--- src/rtl/shift_storage_reg_pkg.sv ---
// shift_reg_pkg: MODE encodings and counter-width helper shared by
// the shift/storage register, its bit counter and its bus interface.
package shift_reg_pkg;

  localparam logic [1:0] MODE_HOLD = 2'b00;
  localparam logic [1:0] MODE_UP   = 2'b01;
  localparam logic [1:0] MODE_DOWN = 2'b10;
  localparam logic [1:0] MODE_LOAD = 2'b11;

  // Bits needed to hold a count of 0..w inclusive.
  function automatic int cnt_width(input int w);
    return $clog2(w + 1);
  endfunction

endpackage

--- src/rtl/shift_storage_reg_if.sv ---
// shift_storage_reg_if: control/data bus of the shift/storage register.
// master drives OEn/CLRn/SE/LE/MODE/SER_L/SER_H/D and observes
// Q/QH/QA/CNT/FULL/LATCHED; slave is the register side.
interface shift_storage_reg_if #(
  parameter  int WIDTH = 8,
  localparam int CW    = shift_reg_pkg::cnt_width(WIDTH)
) ();

  logic             OEn;
  logic             CLRn;
  logic             SE;
  logic             LE;
  logic [1:0]       MODE;
  logic             SER_L;
  logic             SER_H;
  logic [WIDTH-1:0] D;
  logic [WIDTH-1:0] Q;
  logic             QH;
  logic             QA;
  logic [CW-1:0]    CNT;
  logic             FULL;
  logic             LATCHED;

  modport master (
    output OEn, CLRn, SE, LE, MODE,
    output SER_L, SER_H, D,
    input  Q, QH, QA, CNT, FULL, LATCHED
  );

  modport slave (
    input  OEn, CLRn, SE, LE, MODE,
    input  SER_L, SER_H, D,
    output Q, QH, QA, CNT, FULL, LATCHED
  );

endinterface

--- src/rtl/shift_storage_reg_counter.sv ---
// shift_bit_counter: saturating 0..WIDTH count of shifted bits.
// Ports: clk, rst_n, i_clr (force 0), i_rebase (count from 0 this edge),
// i_inc, i_set_max, o_cnt, o_full (==WIDTH), o_last (==WIDTH-1).
module shift_bit_counter
  import shift_reg_pkg::*;
#(
  parameter  int WIDTH = 8,
  localparam int CW    = cnt_width(WIDTH)
) (
  input  logic          clk,
  input  logic          rst_n,
  input  logic          i_clr,
  input  logic          i_rebase,
  input  logic          i_inc,
  input  logic          i_set_max,
  output logic [CW-1:0] o_cnt,
  output logic          o_full,
  output logic          o_last
);

  localparam logic [CW-1:0] C_MAX  = CW'(WIDTH);
  localparam logic [CW-1:0] C_LAST = CW'(WIDTH - 1);

  logic [CW-1:0] r_cnt;
  logic [CW-1:0] w_base;
  logic [CW-1:0] w_next;

  // A manual latch restarts the count, but a shift on the
  // same edge still counts on top of the restarted value.
  always_comb begin
    w_base = i_rebase ? '0 : r_cnt;
    w_next = w_base;
    if (i_clr)
      w_next = '0;
    else if (i_set_max)
      w_next = C_MAX;
    else if (i_inc)
      w_next = (w_base == C_MAX) ? C_MAX : w_base + 1'b1;
  end

  always_ff @(posedge clk or negedge rst_n) begin
    if (!rst_n)
      r_cnt <= '0;
    else
      r_cnt <= w_next;
  end

  assign o_cnt  = r_cnt;
  assign o_full = (r_cnt == C_MAX);
  assign o_last = (r_cnt == C_LAST);

endmodule

--- src/rtl/shift_storage_reg.sv ---
// shift_storage_reg: WIDTH-bit bidirectional shift register with
// parallel load, storage latch, shifted-bit counter and LATCHED pulse.
// Ports: CLK, RSTn (async, active-low), bus (slave side of
// shift_storage_reg_if: controls in, Q/QH/QA/CNT/FULL/LATCHED out).
module shift_storage_reg
  import shift_reg_pkg::*;
#(
  parameter int WIDTH      = 8,
  parameter bit AUTO_LATCH = 1'b0
) (
  input  logic                CLK,
  input  logic                RSTn,
  shift_storage_reg_if.slave  bus
);

  localparam int CW = cnt_width(WIDTH);

  logic [WIDTH-1:0] r_shift;
  logic [WIDTH-1:0] r_store;
  logic             r_latched;

  logic [WIDTH-1:0] w_shift_nxt;
  logic             w_up;
  logic             w_dn;
  logic             w_ld;
  logic             w_shift;
  logic             w_last;
  logic             w_auto;
  logic [CW-1:0]    w_cnt;
  logic             w_full;

  // CLRn takes priority, so every move is qualified by it;
  // this keeps the cases below mutually exclusive.
  assign w_up    = bus.CLRn & bus.SE & (bus.MODE == MODE_UP);
  assign w_dn    = bus.CLRn & bus.SE & (bus.MODE == MODE_DOWN);
  assign w_ld    = bus.CLRn & bus.SE & (bus.MODE == MODE_LOAD);
  assign w_shift = w_up | w_dn;

  // Auto latch fires on the shift that would bring CNT to WIDTH.
  assign w_auto  = AUTO_LATCH & w_shift & w_last;

  always_comb begin
    w_shift_nxt = r_shift;
    unique case (1'b1)
      !bus.CLRn: w_shift_nxt = '0;
      w_up:      w_shift_nxt = {r_shift[WIDTH-2:0], bus.SER_L};
      w_dn:      w_shift_nxt = {bus.SER_H, r_shift[WIDTH-1:1]};
      w_ld:      w_shift_nxt = bus.D;
      default:   w_shift_nxt = r_shift;
    endcase
  end

  always_ff @(posedge CLK or negedge RSTn) begin
    if (!RSTn)
      r_shift <= '0;
    else
      r_shift <= w_shift_nxt;
  end

  // Auto latch captures the post-shift word; a manual latch
  // captures the pre-edge word, one stage behind the shifter.
  always_ff @(posedge CLK or negedge RSTn) begin
    if (!RSTn)
      r_store <= '0;
    else if (w_auto)
      r_store <= w_shift_nxt;
    else if (bus.LE)
      r_store <= r_shift;
  end

  always_ff @(posedge CLK or negedge RSTn) begin
    if (!RSTn)
      r_latched <= 1'b0;
    else
      r_latched <= w_auto | bus.LE;
  end

  shift_bit_counter #(
    .WIDTH (WIDTH)
  ) u_cnt (
    .clk       (CLK),
    .rst_n     (RSTn),
    .i_clr     (~bus.CLRn | w_auto),
    .i_rebase  (bus.LE),
    .i_inc     (w_shift & ~w_auto),
    .i_set_max (w_ld),
    .o_cnt     (w_cnt),
    .o_full    (w_full),
    .o_last    (w_last)
  );

  assign bus.Q       = bus.OEn ? '0 : r_store;
  assign bus.QH      = r_shift[WIDTH-1];
  assign bus.QA      = r_shift[0];
  assign bus.CNT     = w_cnt;
  assign bus.FULL    = w_full;
  assign bus.LATCHED = r_latched;

endmodule

--- src/flat_wrapper.sv ---
// flat-port wrapper written by rule: the top's interface ports become plain ports
module shift_storage_reg_flat import shift_reg_pkg::*;
#(
  parameter int WIDTH      = 8,
  parameter bit AUTO_LATCH = 1'b0
)
  (CLK, RSTn, bus_OEn, bus_CLRn, bus_SE, bus_LE, bus_MODE, bus_SER_L, bus_SER_H, bus_D, bus_Q, bus_QH, bus_QA, bus_CNT, bus_FULL, bus_LATCHED);
  shift_storage_reg_if #(.WIDTH(WIDTH)) bus_i ();
  input  logic CLK;
  input  logic RSTn;
  input wire logic [$bits(bus_i.OEn)-1:0] bus_OEn;
  input wire logic [$bits(bus_i.CLRn)-1:0] bus_CLRn;
  input wire logic [$bits(bus_i.SE)-1:0] bus_SE;
  input wire logic [$bits(bus_i.LE)-1:0] bus_LE;
  input wire logic [$bits(bus_i.MODE)-1:0] bus_MODE;
  input wire logic [$bits(bus_i.SER_L)-1:0] bus_SER_L;
  input wire logic [$bits(bus_i.SER_H)-1:0] bus_SER_H;
  input wire logic [$bits(bus_i.D)-1:0] bus_D;
  output wire logic [$bits(bus_i.Q)-1:0] bus_Q;
  output wire logic [$bits(bus_i.QH)-1:0] bus_QH;
  output wire logic [$bits(bus_i.QA)-1:0] bus_QA;
  output wire logic [$bits(bus_i.CNT)-1:0] bus_CNT;
  output wire logic [$bits(bus_i.FULL)-1:0] bus_FULL;
  output wire logic [$bits(bus_i.LATCHED)-1:0] bus_LATCHED;
  assign bus_i.OEn = bus_OEn;
  assign bus_i.CLRn = bus_CLRn;
  assign bus_i.SE = bus_SE;
  assign bus_i.LE = bus_LE;
  assign bus_i.MODE = bus_MODE;
  assign bus_i.SER_L = bus_SER_L;
  assign bus_i.SER_H = bus_SER_H;
  assign bus_i.D = bus_D;
  assign bus_Q = bus_i.Q;
  assign bus_QH = bus_i.QH;
  assign bus_QA = bus_i.QA;
  assign bus_CNT = bus_i.CNT;
  assign bus_FULL = bus_i.FULL;
  assign bus_LATCHED = bus_i.LATCHED;
  shift_storage_reg #(.WIDTH(WIDTH), .AUTO_LATCH(AUTO_LATCH)) u_core (.CLK(CLK), .RSTn(RSTn), .bus(bus_i));
endmodule
--- config.mk ---
export PLATFORM = sky130hd
export DESIGN_NAME = shift_storage_reg_flat
export DESIGN_NICKNAME = d
export VERILOG_FILES = /design/src/rtl/shift_storage_reg_pkg.sv /design/src/rtl/shift_storage_reg_if.sv /design/src/rtl/shift_storage_reg_counter.sv /design/src/rtl/shift_storage_reg.sv /design/src/flat_wrapper.sv
export SDC_FILE = /design/constraint.sdc
export NUM_CORES = 1
export LEC_CHECK = 0
export CORE_MARGIN = 2
export CORE_UTILIZATION = 43
export DETAILED_ROUTE_END_ITERATION = 16
export PLACE_DENSITY_LB_ADDON = 0.12
export SYNTH_ARGS = -nofsm -noshare
export SYNTH_HDL_FRONTEND = slang
export SYNTH_SLANG_ARGS = --single-unit
--- constraint.sdc ---
create_clock -name CLK -period 1.4 [get_ports CLK]
set_input_delay 0.21 -clock CLK [delete_from_list [all_inputs] [get_ports CLK]]
set_output_delay 0.21 -clock CLK [all_outputs]
set_load 0.01 [all_outputs]
==> results.toml, run 1 <==
[status]
status = "finished, violations left"
violations = "setup timing"

[setup_path]
r2r-start = "u_core.u_cnt.o_cnt[1]"
cp-start-kind = "register"
cp.arrival_ns = 1.71
cp_max_fo = 3
cp_slowest_cell = "dfrtp_1"
max_stage_delay_ns = 0.41
r2r_end = "u_core.u_cnt.o_cnt[0]"
r2r_cells = 8
critPathCaptureType = "register"
crit_type = "register to register"
path_cells = "buf_4 -> nor2b_4 -> inv_2 -> ha_4 -> nand4bb_1 -> nand2b_1 -> mux2i_1 -> and3_1"
r2r_slack_ns = -0.05
cp.required_ns = 1.66

[drt]
route.detailed.drc = 0
viasPerCell = 5.43
drt-initial-drc-count = 37
routedWlPerCell_um = 14.4
wl_mm = 2.94
via_count = 1108
ant_nets = 0
dr.pass1.iters = 4

[timing]
setup_ws_ns = -0.0473
finalCriticalPeriod_ns = 1.45
skew_ns = 0.00659
tightest_slew_ns = 0.278
hold_slack_ns = 0.227
slew_viol_final = 0
hold_viol_final = 0
slew_headroom_pct = 81.4
min_period_over_period_pct = 103
tns_ns = -0.0963
clock.fmax_mhz = 691
rsz0062_at_grt = "yes"
setup_viol = 3

[clock_tree]
clockBufferDepth = 2
cts-root-buf = "clkbuf_4"
ctsHoldBuffers = 0
clk-insertion-delay-late_ns = 0.32
htreeDepth = 1
clock-sinks = 21
cts_buffers = 3
cts_tree = "done"
clk_pin_slew_ns = 0.12

[die]
num_rows = 19
die-area_mm2 = 0.00331
coreArea_mm2 = 0.00273
num_io_pins = 34
die_h_um = 57.5
start_util_pct = 45.0
die_w_um = 57.5

[power_and_ir_drop]
ir_worst_vdd_mv = 0.504
p_total_mw = 1.23
power_leakage_nw = 0.888
powerDensity_mw_per_mm2 = 679

[synth]
synth_edf_count = 0
synth_top_family_by_area = "simple AND/OR/NAND/NOR gates"
netlist_instances = 114
synthArstFlopShare_pct = 100
synth-seq-cells = 21
netlist_area_mm2 = 0.00123
avgSynthCellArea_um2 = 10.8
ys_types = 36
synth-compound-area-share_pct = 17.3
synthesis.nets = 134
ys_seq_area_share_pct = 42.7
ys.flop_type = "dfrtp_1"
synth-xor-area-share_pct = 1.42
ys_warn_count = 0
synthSimpleGateAreaFrac_pct = 19.3
synth_fa_ha_area_share_pct = 2.03
muxShareOfSynthArea_pct = 11.4

[layout]
fin_util_pct = 66.3
syn_to_final_growth_pct = 47.3
fin_area_mm2 = 0.00181
diodes = 0
layout.cells.non_filler = 204
fillers = 215
drive_above_1_share_pct = 32.9
fin_nets = 194

[placement]
dp.cells = 198
dp_slack_ns = -0.407
place.port_buffers = 33
dp_hpwl_mm = 2.32
finalWeightedCongestion = 0.838
post_dp_cell_area_mm2 = 0.00176

[grt]
grt_pass1_vias = 1067
antenna_found_initial = 0
grt_pass1_wl_mm = 5.00
grt-ovfl-total = 0
grt_usage_pct = 19.6
grt_max_degree = 22

[flow_run]
cap_violations = 0

[hold_path]
hp-class = "input pin to asynchronous set/reset pin"
registers in the layout (all words and copies together) (netlist names):
| signal | count |
|---|---|
| u_core.r_shift | 8 |
| u_core.r_store | 8 |
| u_core.u_cnt.o_cnt | 4 |
| u_core.bus.LATCHED | 1 |
critical path: cells and delay by family (launching register included):
| kind | cells | cell delay [ns] |
|---|---|---|
| flops | 1 | 0.41 |
| fa+ha+maj | 1 | 0.15 |
| mux | 1 | 0.14 |
| buf+inv | 2 | 0.18 |
| simple gates | 4 | 0.51 |
cell usage in the layout, fill, tap and decap left out, types with 2 or more instances in the layout:
cell type         n
mux2i_1           5
a21oi_1           2
a22o_1            5
inv_2             2
nor2b_4           3
buf_4            29
dlygate4sd2_1    16
nand3_1           4
ha_4              2
mux2_2            8
nor2_1            4
a221o_1           3
nor2b_1           9
nand2_1           8
nand2b_1          2
xnor2_1           2
clkbuf_4          3
o21ai_0           5
and2_1            2
dfrtp_1          21
clkdlybuf4s50_1  15
a22oi_1           5
cell usage after synthesis (2+ instances only):
master     n  area share, %
o21ai_0    5            2.0
nor2b_1   11            5.6
nor2_1     4            1.2
mux2_2     8            7.3
a22oi_1    5            3.0
nand2b_1   2            1.0
dfrtp_1   21             43
and2_1     2            1.0
ha_1       2            2.0
buf_6      4            3.7
xnor2_1    2            1.4
nand3_1    5            2.0
mux2i_1    5            4.1
a21oi_1    2           0.81
nand2_1    8            2.4
a22o_1     5            3.6
a221o_1    3            2.4
inv_1      2           0.61
area by class of cell:
cell class | count | area, um^2 | area share [%]
multi-input combinational | 83 | 684 | 37.8
sequential | 21 | 526 | 29.0
timing repair buffer | 62 | 526 | 29.0
tap | 31 | 38.8 | 2.14
clock buffer | 3 | 22.5 | 1.24
inverter | 3 | 11.3 | 0.621
clock inverter | 1 | 5.00 | 0.276
cell families after synthesis:
kind of cell	after synthesis
AND/OR/NAND/NOR	39
AO/OA/AOI/OAI	27
flip-flops	21
multiplexers	13
buffers and inverters	10
XOR/XNOR	2
adder cells (fa/ha/maj)	2
metal layers:
layer | track usage, % | vias to the layer above | routed length [um]
met1 | 28.5 | 530 | 1420
met2 | 29.7 | 35 | 1310
met5 | 0 | - | 0
met3 | 2.27 | 5 | 159
li1 | - | 538 | -
met4 | 7.97 | 0 | 53
power by group:
part | leakage, nW | internal [mW] | switching (mW)
clock | 0.0177 | 0.107 | 0.195
combinational | 0.584 | 0.156 | 0.125
sequential | 0.286 | 0.632 | 0.0159
total | 0.888 | 0.895 | 0.335
what timing repair did:
item	CTS	global route
setup buffers	2	0
gates resized for setup	26	2
setup endpoints to repair	17	5
pin swaps	7	2
worst max-delay path by stage:
stage                          startpoint               endpoint  slack, ns  cells after the start
floorplan           u_core.u_cnt.o_cnt[1]  u_core.u_cnt.o_cnt[1]     0.0003                      6
global placement                   bus_LE  u_core.u_cnt.o_cnt[1]      -0.36                      7
detailed placement                 bus_LE  u_core.u_cnt.o_cnt[1]      -0.41                      7
CTS                 u_core.u_cnt.o_cnt[1]  u_core.u_cnt.o_cnt[0]      -0.04                      8
global route        u_core.u_cnt.o_cnt[1]  u_core.u_cnt.o_cnt[0]      -0.13                      8
finish              u_core.u_cnt.o_cnt[1]  u_core.u_cnt.o_cnt[0]      -0.05                      8
No activity file was read; power rests on OpenSTA's default activity.
==> run 2: changes to the inputs <==
--- a/config.mk
+++ b/config.mk
@@ -6,7 +6,7 @@
 export NUM_CORES = 1
 export LEC_CHECK = 0
 export CORE_MARGIN = 2
-export CORE_UTILIZATION = 43
+export CORE_UTILIZATION = 51
 export DETAILED_ROUTE_END_ITERATION = 16
 export PLACE_DENSITY_LB_ADDON = 0.12
 export SYNTH_ARGS = -nofsm -noshare
==> constraint.sdc (replaced) <==
create_clock -name CLK -period 1.88 [get_ports CLK]
set_input_delay 0.282 -clock CLK [delete_from_list [all_inputs] [get_ports CLK]]
set_output_delay 0.282 -clock CLK [all_outputs]
set_load 0.01 [all_outputs]
==> run 2 against run 1 <==
  * The run now ends clean
  * Sequential share of layout area increased by 2.9 points
  * Sequential cell count unchanged
  * Clock skew decreased by 0.0040 ns
  * Hold slack improved by 0.085 ns
  * Sequential power decreased by 25%
  * Register-to-register slack improved by 0.40 ns
  * Global-route usage increased by 3.7 points
  * Total power decreased by 27%
  * Core utilization increased by 6.7 points
  * Routed wire length decreased by 5.0%
  * Via count decreased by 4.8%
  * Highest routed layer unchanged
==> results.toml, run 2 (synthesis gave the netlist of run 1 again) <==
[drt]
dr.pass1.iters = 5
route.detailed.drc = 0
wl_mm = 2.80
via_count = 1055
drt-initial-drc-count = 17
routedWlPerCell_um = 15.3
viasPerCell = 5.77
ant_nets = 0

[clock_tree]
clk-insertion-delay-late_ns = 0.30
postCtsSetupBuffers = 0
cts_tree = "done"
cts_buffers = 3
clock-sinks = 21
htreeDepth = 1
cts-root-buf = "clkbuf_4"
clk_pin_slew_ns = 0.12
clockBufferDepth = 2

[grt]
grt_usage_pct = 23.4
grt-ovfl-total = 0
grt_pass1_wl_mm = 4.73
grt_max_degree = 22
grt_pass1_vias = 1007
antenna_found_initial = 0

[setup_path]
critPathCaptureType = "output pin"
cp_max_fo = 2
crit_type = "register to output pin"
cp_slowest_cell = "clkdlybuf4s50_1"
cp-start-kind = "register"
cp.arrival_ns = 1.37
path_cells = "nor2b_1 -> clkdlybuf4s50_1"
crit_start = "u_core.r_store[7]"
max_stage_delay_ns = 0.55
critPathBufInv = 1
r2r-start = "u_core.u_cnt.o_cnt[1]"
cp.required_ns = 1.60
path_delay_family = "buffers and inverters"

[placement]
finalWeightedCongestion = 0.831
place.port_buffers = 33
dp_hpwl_mm = 2.08
dp_slack_ns = 0.00829

[die]
num_rows = 17
num_io_pins = 34
coreArea_mm2 = 0.00225
start_util_pct = 54.6
die-area_mm2 = 0.00282
die_h_um = 53.1
die_w_um = 53.1

[timing]
clock.fmax_mhz = 606
tns_ns = 0
rsz0062_at_grt = "no"
slew_headroom_pct = 75.1
min_period_over_period_pct = 87.7
setup_viol = 0
tightest_slew_ns = 0.372
finalCriticalPeriod_ns = 1.65
setup_ws_ns = 0.231
hold_viol_final = 0
slew_viol_final = 0
skew_ns = 0.00257

[layout]
syn_to_final_growth_pct = 33.7
mostFrequentLayoutCells = "clkdlybuf4s50_1, dfrtp_1, nor2b_1, buf_4"
fillers = 175
mostFrequentLayoutCell = "clkdlybuf4s50_1"
fin_nets = 176
drive_above_1_share_pct = 20.0
diodes = 0

[flow_run]
cap_violations = 0

[power_and_ir_drop]
powerDensity_mw_per_mm2 = 544
ir_worst_vdd_mv = 0.432
power_leakage_nw = 0.734

[hold_path]
hp-class = "input pin to asynchronous set/reset pin"

[status]
status = "completed"
[run 2: cell type report]
type | count | area (um^2) | area share [%]
flip-flops and latches | 21 | 526 | 31.9
well taps | 28 | 35.0 | 2.13
multi-input cells | 83 | 633 | 38.4
repair buffers | 44 | 414 | 25.2
clock inverters | 1 | 5.00 | 0.304
inverters | 3 | 11.3 | 0.684
clock buffers | 3 | 22.5 | 1.37
[run 2: metrics by stage]
step,instances,area [um^2],hold WS [ns],power (mW),util [%]
final,183,1650,0.312,0.896,73.0
after floorplan,114,1230,-0.0136,0.585,-
after global placement,179,1620,0.481,0.677,71.8
after global routing,183,1650,0.331,0.946,73.0
after CTS,183,1640,0.308,0.904,72.9
after detailed placement,179,1620,0.493,0.683,71.8
[run 2: report_power, final]
part           switching (mW)  total (mW)  internal (mW)  leakage, nW
Clock                   0.143       0.223         0.0793       0.0177
Combinational          0.0822       0.187          0.105        0.430
Sequential             0.0160       0.486          0.471        0.286
[run 2: worst reg2reg max path: stages, from the launching register on]
cell and delay [ns]:
dfrtp_1 0.40, nor2b_1 0.23, buf_4 0.15, inv_2 0.04, ha_1 0.18, nand4bb_1 0.12
nand2b_1 0.07, mux2i_1 0.13, and3_1 0.16
[run 2: what timing repair did]
action,4_1_cts,5_1_grt
hold buffers,0,0
resized for setup,1,1
pin swaps,0,0
setup endpoints to repair,1,5
hold endpoints to repair,0,0
[run 2: final timing paths]
kind / endpoint / slack, ns / cells after the start
hold / removal: u_core.r_store[2] / 0.31 / 2
setup reg to reg: u_core.u_cnt.o_cnt[0] / 0.35 / 8
setup / recovery: bus_Q[7] / 0.23 / 2
max in group asynchronous: u_core.r_shift[0] / 1.35 / 2
min in group CLK: u_core.r_store[6] / 0.52 / 1
hold reg to reg: u_core.r_store[6] / 0.52 / 1
[run 2: metal layers]
layer	part of all wire, %	global-route usage [%]
met5	0	0
met4	1.3	8.97
met2	51	38.5
met1	43	30.8
met3	5.1	3.39
==> run 3: changes to the inputs <==
--- a/config.mk
+++ b/config.mk
@@ -9,6 +9,7 @@
 export CORE_UTILIZATION = 51
 export DETAILED_ROUTE_END_ITERATION = 16
 export PLACE_DENSITY_LB_ADDON = 0.12
+export SETUP_SLACK_MARGIN = 0.2
 export SYNTH_ARGS = -nofsm -noshare
 export SYNTH_HDL_FRONTEND = slang
 export SYNTH_SLANG_ARGS = --single-unit
==> run 3 against run 2 <==
  * Count of clock-buffer cells in the layout unchanged
  * Sequential power about the same
  * Sequential share of layout area decreased by 0.26 points
  * Register-to-register slack got worse by 0.02 ns
  * Setup slack improved by 0.038 ns
  * Largest cell class unchanged
  * Highest routed layer unchanged
==> results.toml, run 3 (synthesis gave the netlist of run 1 again) <==
[clock_tree]
clk-insertion-delay-late_ns = 0.30
htreeDepth = 1
cts_resized = 3
clk_pin_slew_ns = 0.12
postCtsSetupBuffers = 0
clock-sinks = 21
cts_buffers = 3
ctsHoldBuffers = 0
cts-root-buf = "clkbuf_4"
clockBufferDepth = 2
cts_tree = "done"

[timing]
rsz0062_at_grt = "yes"
slew_headroom_pct = 75.0
hold_slack_ns = 0.311
setup_viol = 0
setup_ws_ns = 0.269
slew_viol_final = 0
finalCriticalPeriod_ns = 1.61
min_period_over_period_pct = 85.7
tightest_slew_ns = 0.374
hold_viol_final = 0
skew_ns = 0.00145
tns_ns = 0
clock.fmax_mhz = 621

[layout]
fillers = 169
fin_nets = 176
mostFrequentLayoutCell = "clkdlybuf4s50_1"
diodes = 0
drive_above_1_share_pct = 21.3
mostFrequentLayoutCells = "clkdlybuf4s50_1, dfrtp_1, nor2b_1, buf_4"
syn_to_final_growth_pct = 35.2

[setup_path]
critPathCaptureType = "output pin"
crit_type = "register to output pin"
cp.required_ns = 1.60
path_delay_family = "flip-flops"
cp_max_fo = 5
cp-start-kind = "register"
cp_slowest_cell = "dfrtp_1"
path_cells = "nor4b_2 -> dlygate4sd2_1"
max_stage_delay_ns = 0.45
critPathBufInv = 1
cp.arrival_ns = 1.33

[die]
die_w_um = 53.1
start_util_pct = 54.6
num_io_pins = 34
coreArea_mm2 = 0.00225
num_rows = 17
die_h_um = 53.1
die-area_mm2 = 0.00282

[drt]
route.detailed.drc = 0
routedWlPerCell_um = 15.3
drt-initial-drc-count = 18
via_count = 1044
viasPerCell = 5.70
dr.pass1.iters = 4
wl_mm = 2.79
ant_nets = 0

[flow_run]
cap_violations = 0

[placement]
finalWeightedCongestion = 0.831
dp_hpwl_mm = 2.08
place.port_buffers = 33
dp_slack_ns = 0.00829

[grt]
grt_usage_pct = 23.4
grt_pass1_wl_mm = 4.73
grt_max_degree = 22
grt-ovfl-total = 0
grt_pass1_vias = 1007
antenna_found_initial = 0

[status]
status = "completed"

[power_and_ir_drop]
ir_worst_vdd_mv = 0.441
p_total_mw = 0.895
powerDensity_mw_per_mm2 = 538
power_leakage_nw = 0.841

[hold_path]
hp-class = "input pin to asynchronous set/reset pin"
==> run 3: path summary, 6_finish.rpt <==
check,from,end,slack [ns],cells past startpoint
max,u_core.u_cnt.o_cnt[2],bus_FULL,0.27,2
min,RSTn,u_core.u_cnt.o_cnt[0],0.31,2
max reg2reg,u_core.u_cnt.o_cnt[1],u_core.u_cnt.o_cnt[0],0.33,8
min reg2reg,u_core.r_store[5],u_core.r_store[5],0.52,1
max in group asynchronous,RSTn,u_core.u_cnt.o_cnt[3],1.34,2
min in group CLK,u_core.r_store[5],u_core.r_store[5],0.52,1
==> run 3: worst register-to-register path, stage by stage, from the launching register on <==
cell       delay, ns
dfrtp_1         0.42
nor2b_1         0.24
buf_4           0.15
inv_2           0.04
ha_1            0.18
nand4bb_1       0.12
nand2b_1        0.07
mux2i_1         0.13
and3_1          0.16
==> run 3: report_power, final <==
group          switching, mW  internal, mW  total (mW)
Sequential            0.0162         0.471       0.487
Combinational         0.0818         0.103       0.185
Clock                  0.144        0.0794       0.223
==> run 3: stage by stage <==
step / instances / util [%] / cell area (um^2)
after floorplan: 114 / - / 1230
final: 183 / 73.8 / 1660
after CTS: 183 / 72.8 / 1640
after global placement: 179 / 71.8 / 1620
after global routing: 183 / 73.8 / 1660
after detailed placement: 179 / 71.8 / 1620
==> run 3: cell type report <==
type,instances,area (um^2),share of cell area (%)
Multi-Input combinational cell,83,639,38.4
Sequential cell,21,527,31.7
Timing Repair Buffer,44,424,25.5
Tap cell,28,35.0,2.11
Clock buffer,3,22.5,1.35
Inverter,3,11.3,0.677
Clock inverter,1,5.00,0.301
==> run 3: metal layers <==
layer | GRT usage, % | vias up | wire length [um]
li1 | - | 495 | -
met1 | 30.8 | 515 | 1180
met2 | 38.5 | 30 | 1420
met5 | 0 | - | 0
met4 | 8.97 | 0 | 34
met3 | 3.39 | 4 | 154
